<file path="src/rtl/sdram_port_arbiter.sv">
// sdram_port_arbiter
// Shares one SDRAM controller port between the CPU bus bridge (port 0) and
// the JTAG debug/memory-load bridge (port 1). Round-robin, one single-word
// transaction per grant, with a watchdog that ends a hung access with an error.

module sdram_port_arbiter #(
    parameter int AW      = 24,
    parameter int DW      = 16,
    parameter int TIMEOUT = 255
) (
    input  logic          clk_i,
    input  logic          rst_i,
    // port 0: CPU bridge
    input  logic          cpu_req_i,
    input  logic          cpu_we_i,
    input  logic [AW-1:0] cpu_addr_i,
    input  logic [DW-1:0] cpu_wdata_i,
    output logic          cpu_ack_o,
    output logic          cpu_err_o,
    output logic [DW-1:0] cpu_rdata_o,
    // port 1: JTAG bridge
    input  logic          jtag_req_i,
    input  logic          jtag_we_i,
    input  logic [AW-1:0] jtag_addr_i,
    input  logic [DW-1:0] jtag_wdata_i,
    output logic          jtag_ack_o,
    output logic          jtag_err_o,
    output logic [DW-1:0] jtag_rdata_o,
    // downstream SDRAM controller
    output logic          mem_req_o,
    output logic          mem_we_o,
    output logic [AW-1:0] mem_addr_o,
    output logic [DW-1:0] mem_wdata_o,
    input  logic          mem_ack_i,
    input  logic [DW-1:0] mem_rdata_i,
    // status
    output logic [1:0]    grant_o,
    output logic          timeout_o
);

    typedef enum logic [1:0] {
        S_IDLE = 2'd0,
        S_BUSY = 2'd1,
        S_DONE = 2'd2
    } state_e;

    // Watchdog value seen during the TIMEOUT-th BUSY cycle (counter cleared on entry).
    localparam logic [15:0] WD_LAST = 16'(TIMEOUT - 1);

    state_e        state_q, state_d;
    logic          last_q;        // port served most recently (1 = JTAG)
    logic [15:0]   wdog_q;
    logic [1:0]    grant_q;
    logic          mem_req_q, mem_we_q;
    logic [AW-1:0] mem_addr_q;
    logic [DW-1:0] mem_wdata_q;
    logic          cpu_ack_q, cpu_err_q, jtag_ack_q, jtag_err_q;
    logic [DW-1:0] cpu_rdata_q, jtag_rdata_q;
    logic          timeout_q;

    // Decoded control from the FSM
    logic start;      // grant issued this cycle
    logic sel_jtag;   // which port the grant goes to
    logic fin_ack;    // downstream acknowledged
    logic fin_to;     // watchdog expired without ack

    // State register
    always_ff @(posedge clk_i or posedge rst_i) begin
        if (rst_i) state_q <= S_IDLE;
        else       state_q <= state_d;
    end

    // Next-state and arbitration decision; an ack on the expiry cycle wins over the watchdog
    always_comb begin
        state_d  = state_q;
        start    = 1'b0;
        sel_jtag = 1'b0;
        fin_ack  = 1'b0;
        fin_to   = 1'b0;
        case (state_q)
            S_IDLE: begin
                if (cpu_req_i || jtag_req_i) begin
                    start    = 1'b1;
                    sel_jtag = (cpu_req_i && jtag_req_i) ? ~last_q : jtag_req_i;
                    state_d  = S_BUSY;
                end
            end
            S_BUSY: begin
                if (mem_ack_i) begin
                    fin_ack = 1'b1;
                    state_d = S_DONE;
                end else if (wdog_q == WD_LAST) begin
                    fin_to  = 1'b1;
                    state_d = S_DONE;
                end
            end
            S_DONE:  state_d = S_IDLE;
            default: state_d = S_IDLE;
        endcase
    end

    // Latch the winning request and hold the downstream handshake until completion
    always_ff @(posedge clk_i or posedge rst_i) begin
        if (rst_i) begin
            mem_req_q   <= 1'b0;
            mem_we_q    <= 1'b0;
            mem_addr_q  <= '0;
            mem_wdata_q <= '0;
            grant_q     <= 2'b00;
            last_q      <= 1'b1;
        end else if (start) begin
            mem_req_q   <= 1'b1;
            mem_we_q    <= sel_jtag ? jtag_we_i    : cpu_we_i;
            mem_addr_q  <= sel_jtag ? jtag_addr_i  : cpu_addr_i;
            mem_wdata_q <= sel_jtag ? jtag_wdata_i : cpu_wdata_i;
            grant_q     <= sel_jtag ? 2'b10 : 2'b01;
            last_q      <= sel_jtag;
        end else if (fin_ack || fin_to) begin
            mem_req_q   <= 1'b0;
            grant_q     <= 2'b00;
        end
    end

    // Watchdog: cleared on grant, counts every BUSY cycle
    always_ff @(posedge clk_i or posedge rst_i) begin
        if (rst_i)                  wdog_q <= '0;
        else if (start)             wdog_q <= '0;
        else if (state_q == S_BUSY) wdog_q <= wdog_q + 16'd1;
    end

    // Completion pulses to the granted port; read data held between acks
    always_ff @(posedge clk_i or posedge rst_i) begin
        if (rst_i) begin
            cpu_ack_q    <= 1'b0;
            cpu_err_q    <= 1'b0;
            cpu_rdata_q  <= '0;
            jtag_ack_q   <= 1'b0;
            jtag_err_q   <= 1'b0;
            jtag_rdata_q <= '0;
        end else begin
            cpu_ack_q  <= 1'b0;
            cpu_err_q  <= 1'b0;
            jtag_ack_q <= 1'b0;
            jtag_err_q <= 1'b0;
            if (fin_ack || fin_to) begin
                if (grant_q[0]) begin
                    cpu_ack_q   <= 1'b1;
                    cpu_err_q   <= fin_to;
                    cpu_rdata_q <= fin_to ? '0 : mem_rdata_i;
                end
                if (grant_q[1]) begin
                    jtag_ack_q   <= 1'b1;
                    jtag_err_q   <= fin_to;
                    jtag_rdata_q <= fin_to ? '0 : mem_rdata_i;
                end
            end
        end
    end

    // Sticky timeout flag, cleared only by reset
    always_ff @(posedge clk_i or posedge rst_i) begin
        if (rst_i)       timeout_q <= 1'b0;
        else if (fin_to) timeout_q <= 1'b1;
    end

    assign mem_req_o    = mem_req_q;
    assign mem_we_o     = mem_we_q;
    assign mem_addr_o   = mem_addr_q;
    assign mem_wdata_o  = mem_wdata_q;
    assign grant_o      = grant_q;
    assign timeout_o    = timeout_q;
    assign cpu_ack_o    = cpu_ack_q;
    assign cpu_err_o    = cpu_err_q;
    assign cpu_rdata_o  = cpu_rdata_q;
    assign jtag_ack_o   = jtag_ack_q;
    assign jtag_err_o   = jtag_err_q;
    assign jtag_rdata_o = jtag_rdata_q;

endmodule

</file>
<file path="config.mk">
export PLATFORM = sky130hd
export DESIGN_NAME = sdram_port_arbiter
export DESIGN_NICKNAME = d
export VERILOG_FILES = /design/src/rtl/sdram_port_arbiter.sv
export SDC_FILE = /design/constraint.sdc
export NUM_CORES = 1
export LEC_CHECK = 0
export CAP_MARGIN = 10
export CELL_PAD_IN_SITES_DETAIL_PLACEMENT = 1
export CELL_PAD_IN_SITES_GLOBAL_PLACEMENT = 1
export CORE_MARGIN = 4
export CORE_UTILIZATION = 34
export DETAILED_ROUTE_END_ITERATION = 16
export PLACE_DENSITY = 0.91
export SLEW_MARGIN = 10
export SYNTH_ARGS = -nofsm -noshare
export SYNTH_HDL_FRONTEND = slang
export SYNTH_SLANG_ARGS = --single-unit
export TNS_END_PERCENT = 100
</file>
<file path="constraint.sdc">
create_clock -name clk_i -period 5.9 [get_ports clk_i]
set_input_delay 1.18 -clock clk_i [delete_from_list [all_inputs] [get_ports clk_i]]
set_output_delay 1.18 -clock clk_i [all_outputs]
set_load 0.03 [all_outputs]
</file>
==> flow_metrics.py <==
metrics = {
    "grt": {
        "globalRouteTotalUtil_pct": 20.40,
        "global_route_overflow": 0,
        "grt_pass1_wl_um": 23030,
        "via_count_of_the_first_global_routing_pass": 4311,
        "number_of_antenna_violations_at_the_first_check_in_global_routing": 0,
        "pin_count_of_the_biggest_net_entering_global_routing": 65,
    },
    "layout": {
        "final_common_cell": "clkdlybuf4s50_1",
        "areaGrowthSynthToFinish_pct": 53.73,
        "drive_gt1_share_pct": 5.766,
        "final_cells": 723,
        "highest_count_cells_in_the_layout_ignoring_fill_and_taps": "183 x clkdlybuf4s50_1, 99 x dfrtp_1, 92 x nand2_1",
        "layout.core_utilization_pct": 53.60,
        "antenna-diode-count": 0,
        "num-nets-final": 657,
    },
    "route": {
        "route.final.wire_length_um": 14260,
        "remaining_drcs": 0,
        "viasPerCell": 5.296,
        "drt-pass1-iter-count": 4,
        "num_vias": 3829,
        "avgRoutedWirePerCell_um": 19.72,
        "drt-initial-drc-count": 220,
        "post_drt_antenna_nets": 0,
    },
    "logic_synthesis": {
        "synthDominantCellAreaShare_pct": 58.91,
        "synth_top_flop_cell": "dfrtp_1",
        "postSynthAreaPerCell_um2": 11.07,
        "synth_cells": 380,
        "synth-seq-cells": 100,
        "synth.lib_cells_used.distinct": 42,
        "synthesis.yosys.warnings": 0,
        "synth_fp_nets": 485,
        "synth.top_cells.by_area": "dfrtp_1 59%, nand2_1 8.2%, a32o_1 7.6%",
        "yosys.area.top_type": "dfrtp_1",
        "synth.yosys.seq_area_share_pct": 59.54,
        "synthesis.area_um2": 4205,
        "synth-edff-count": 0,
        "ys_async_sr_fraction_pct": 100.0,
    },
    "critical_path": {
        "critical_path_buf_inv_count": 1,
        "timing.critical_path.slowest_cell_delay_ps": 710,
        "number_of_cells_on_the_worst_reg_to_reg_path": 4,
        "cp_top_family": "buffers and inverters",
        "critical_path_peak_fanout": 4,
        "critical_path.reg2reg.startpoint": "state_q[0]",
        "setup.worst_path.start_class": "register",
        "crit_arrival_ps": 1520,
        "ordered_list_of_cells_on_the_worst_path": "clkdlybuf4s50_1",
        "worstSetupEndpointType": "output port",
        "timing.critical_path.slowest_stage_cell": "clkdlybuf4s50_1",
        "regToRegEndpoint": "cpu_rdata_o[11]",
        "timing.reg2reg.setup_slack_ps": 3270,
        "crit_type": "reg -> out",
        "worstPathRequired_ps": 4720,
    },
    "floorplanning": {
        "core.rowCount": 40,
        "floorplan.die.width_um": 119.2,
        "pin_count": 184,
        "start_util_pct": 34.87,
        "dieHeight_um": 119.2,
        "die_area_um2": 14210,
        "placeable_core_area_um2": 12060,
    },
    "timing": {
        "setup_viol_count_final": 0,
        "fin_hold_ws_ps": 472.4,
        "relSlewSlack_pct": 43.84,
        "finalWorstPathRequiredPeriod_ps": 2695,
        "worst_slew_pin_slew_ps": 840.6,
        "grt_setup_unrepaired": "no",
        "final_min_period_over_clock_period_pct": 45.68,
        "fin_worst_skew_ps": 7.166,
        "worst_slack_ps": 3205,
        "timing.setup.tns_ps": 0,
        "hold_violations": 0,
        "fmaxAchievable_mhz": 371.0,
        "drv_slew": 0,
    },
    "clock_network": {
        "clkTransAtPathRegs_ps": 70,
        "worstSkewPairLatency_ps": 340,
        "cts_buffers": 9,
        "holdBufCountCts": 0,
        "number_of_sinks_on_the_clock_net": 100,
        "cts_tree": "built",
        "postCtsSetupBuffers": 0,
        "cts_repair_resize_count": 0,
        "clock_path_buffers": 2,
        "cts-htree-levels": 3,
        "cts_root_buffer": "clkbuf_16",
    },
    "worst_hold_path": {
        "timing.hold.worst.class": "reg -> reg",
        "hold-path-endpoint": "mem_addr_o[12]",
        "timing.hold.worst_path_depth": 2,
        "timing.hold.worst.start": "mem_addr_o[12]",
    },
    "flow_run": {
        "max_cap_violations": 0,
    },
    "placed_design": {
        "place_hpwl_um": 10490,
        "dp.cells": 709,
        "detailedPlace.worstSlack_ps": 2901,
        "gp_routability_congestion": 0.8019,
        "numPortBuffers": 183,
    },
    "pwr": {
        "power.density_cell_area_nw_per_um2": 535.6,
        "static-leakage-power_nw": 2.784,
        "vdd.ir_drop.worst_mv": 0.2401,
    },
    "status": {
        "outcome": "finished clean",
    },
}
[logic make-up (layout without fill, tap and decap cells)]
logic type | after synthesis | after routing | share of synthesized area, %
adders and majority gates | 2 | 2 | 0.5950
xor gates and xnor gates | 4 | 4 | 0.8330
muxes | 1 | 1 | 0.2380
DFF | 100 | 100 | 59.54
AOI/OAI and AO/OA | 103 | 103 | 20.05
and+or+nand+nor | 136 | 136 | 15.23
buffers and inverters | 34 | 209 | 3.511
[worst min-delay path, cell delays in order (launching register included)]
cell     delay [ps]
dfrtp_1         350
nand2_1          50
nand2_1          50
[metrics by stage]
stage / power, mW / cell area (um^2)
after floorplan: 2.104 / 4205
after global placement: 2.824 / 6185
after detailed placement: 2.912 / 6185
after CTS: 3.505 / 6465
after global routing: 3.664 / 6465
final: 3.463 / 6465
[synth_stat cells, types with 4 or more instances]
master / number
nor2_1: 7
nand4_1: 6
a21oi_1: 4
o31ai_1: 5
clkbuf_1: 17
a32o_1: 32
a22oi_1: 41
xor2_1: 4
nand3_1: 5
dfrtp_1: 99
o21ai_0: 8
buf_2: 7
inv_1: 7
and2_1: 5
nand2_1: 92
[flip-flops by register name (all words and copies together) (netlist names), 2 cells and up]
| signal | count |
|---|---|
| mem_addr_o | 24 |
| cpu_rdata_o | 16 |
| jtag_rdata_o | 16 |
| mem_wdata_o | 16 |
| wdog_q | 16 |
| grant_o | 2 |
| state_q | 2 |
[final cells by class]
class	count	area, um^2
fill	1284	5597
sequential	100	2504
timing repair buffer	188	1869
multi-input combinational	246	1573
clock buffer	10	229.0
tap	168	210.2
clock inverter	4	51.30
inverter	7	28.78
[where the power goes]
| part | internal [mW] | switching [mW] |
|---|---|---|
| Combinational | 0.706 | 1.04 |
| Clock | 0.325 | 0.253 |
| Sequential | 0.959 | 0.175 |
| Total | 1.99 | 1.47 |
[worst max path at each step]
stage,start,end,cells after the start
after CTS,grant_o[0],grant_o[0],1
after floorplan,rst_i,cpu_ack_o,1
after global routing,state_q[0],cpu_rdata_o[11],4
final,grant_o[0],grant_o[0],1
after detailed placement,jtag_req_i,mem_addr_o[6],6
after global placement,jtag_req_i,mem_wdata_o[2],6
[metal layers]
metal	share of wire, %	vias to the layer above	track usage (%)	wire length (um)
li1	-	1728	-	-
met1	38	1929	22.92	5482
met2	51	144	35.85	7340
met3	7.1	28	6.458	1017
met4	2.9	0	8.038	418
met5	0	-	0	0
Power figures use the tool's default switching activity.
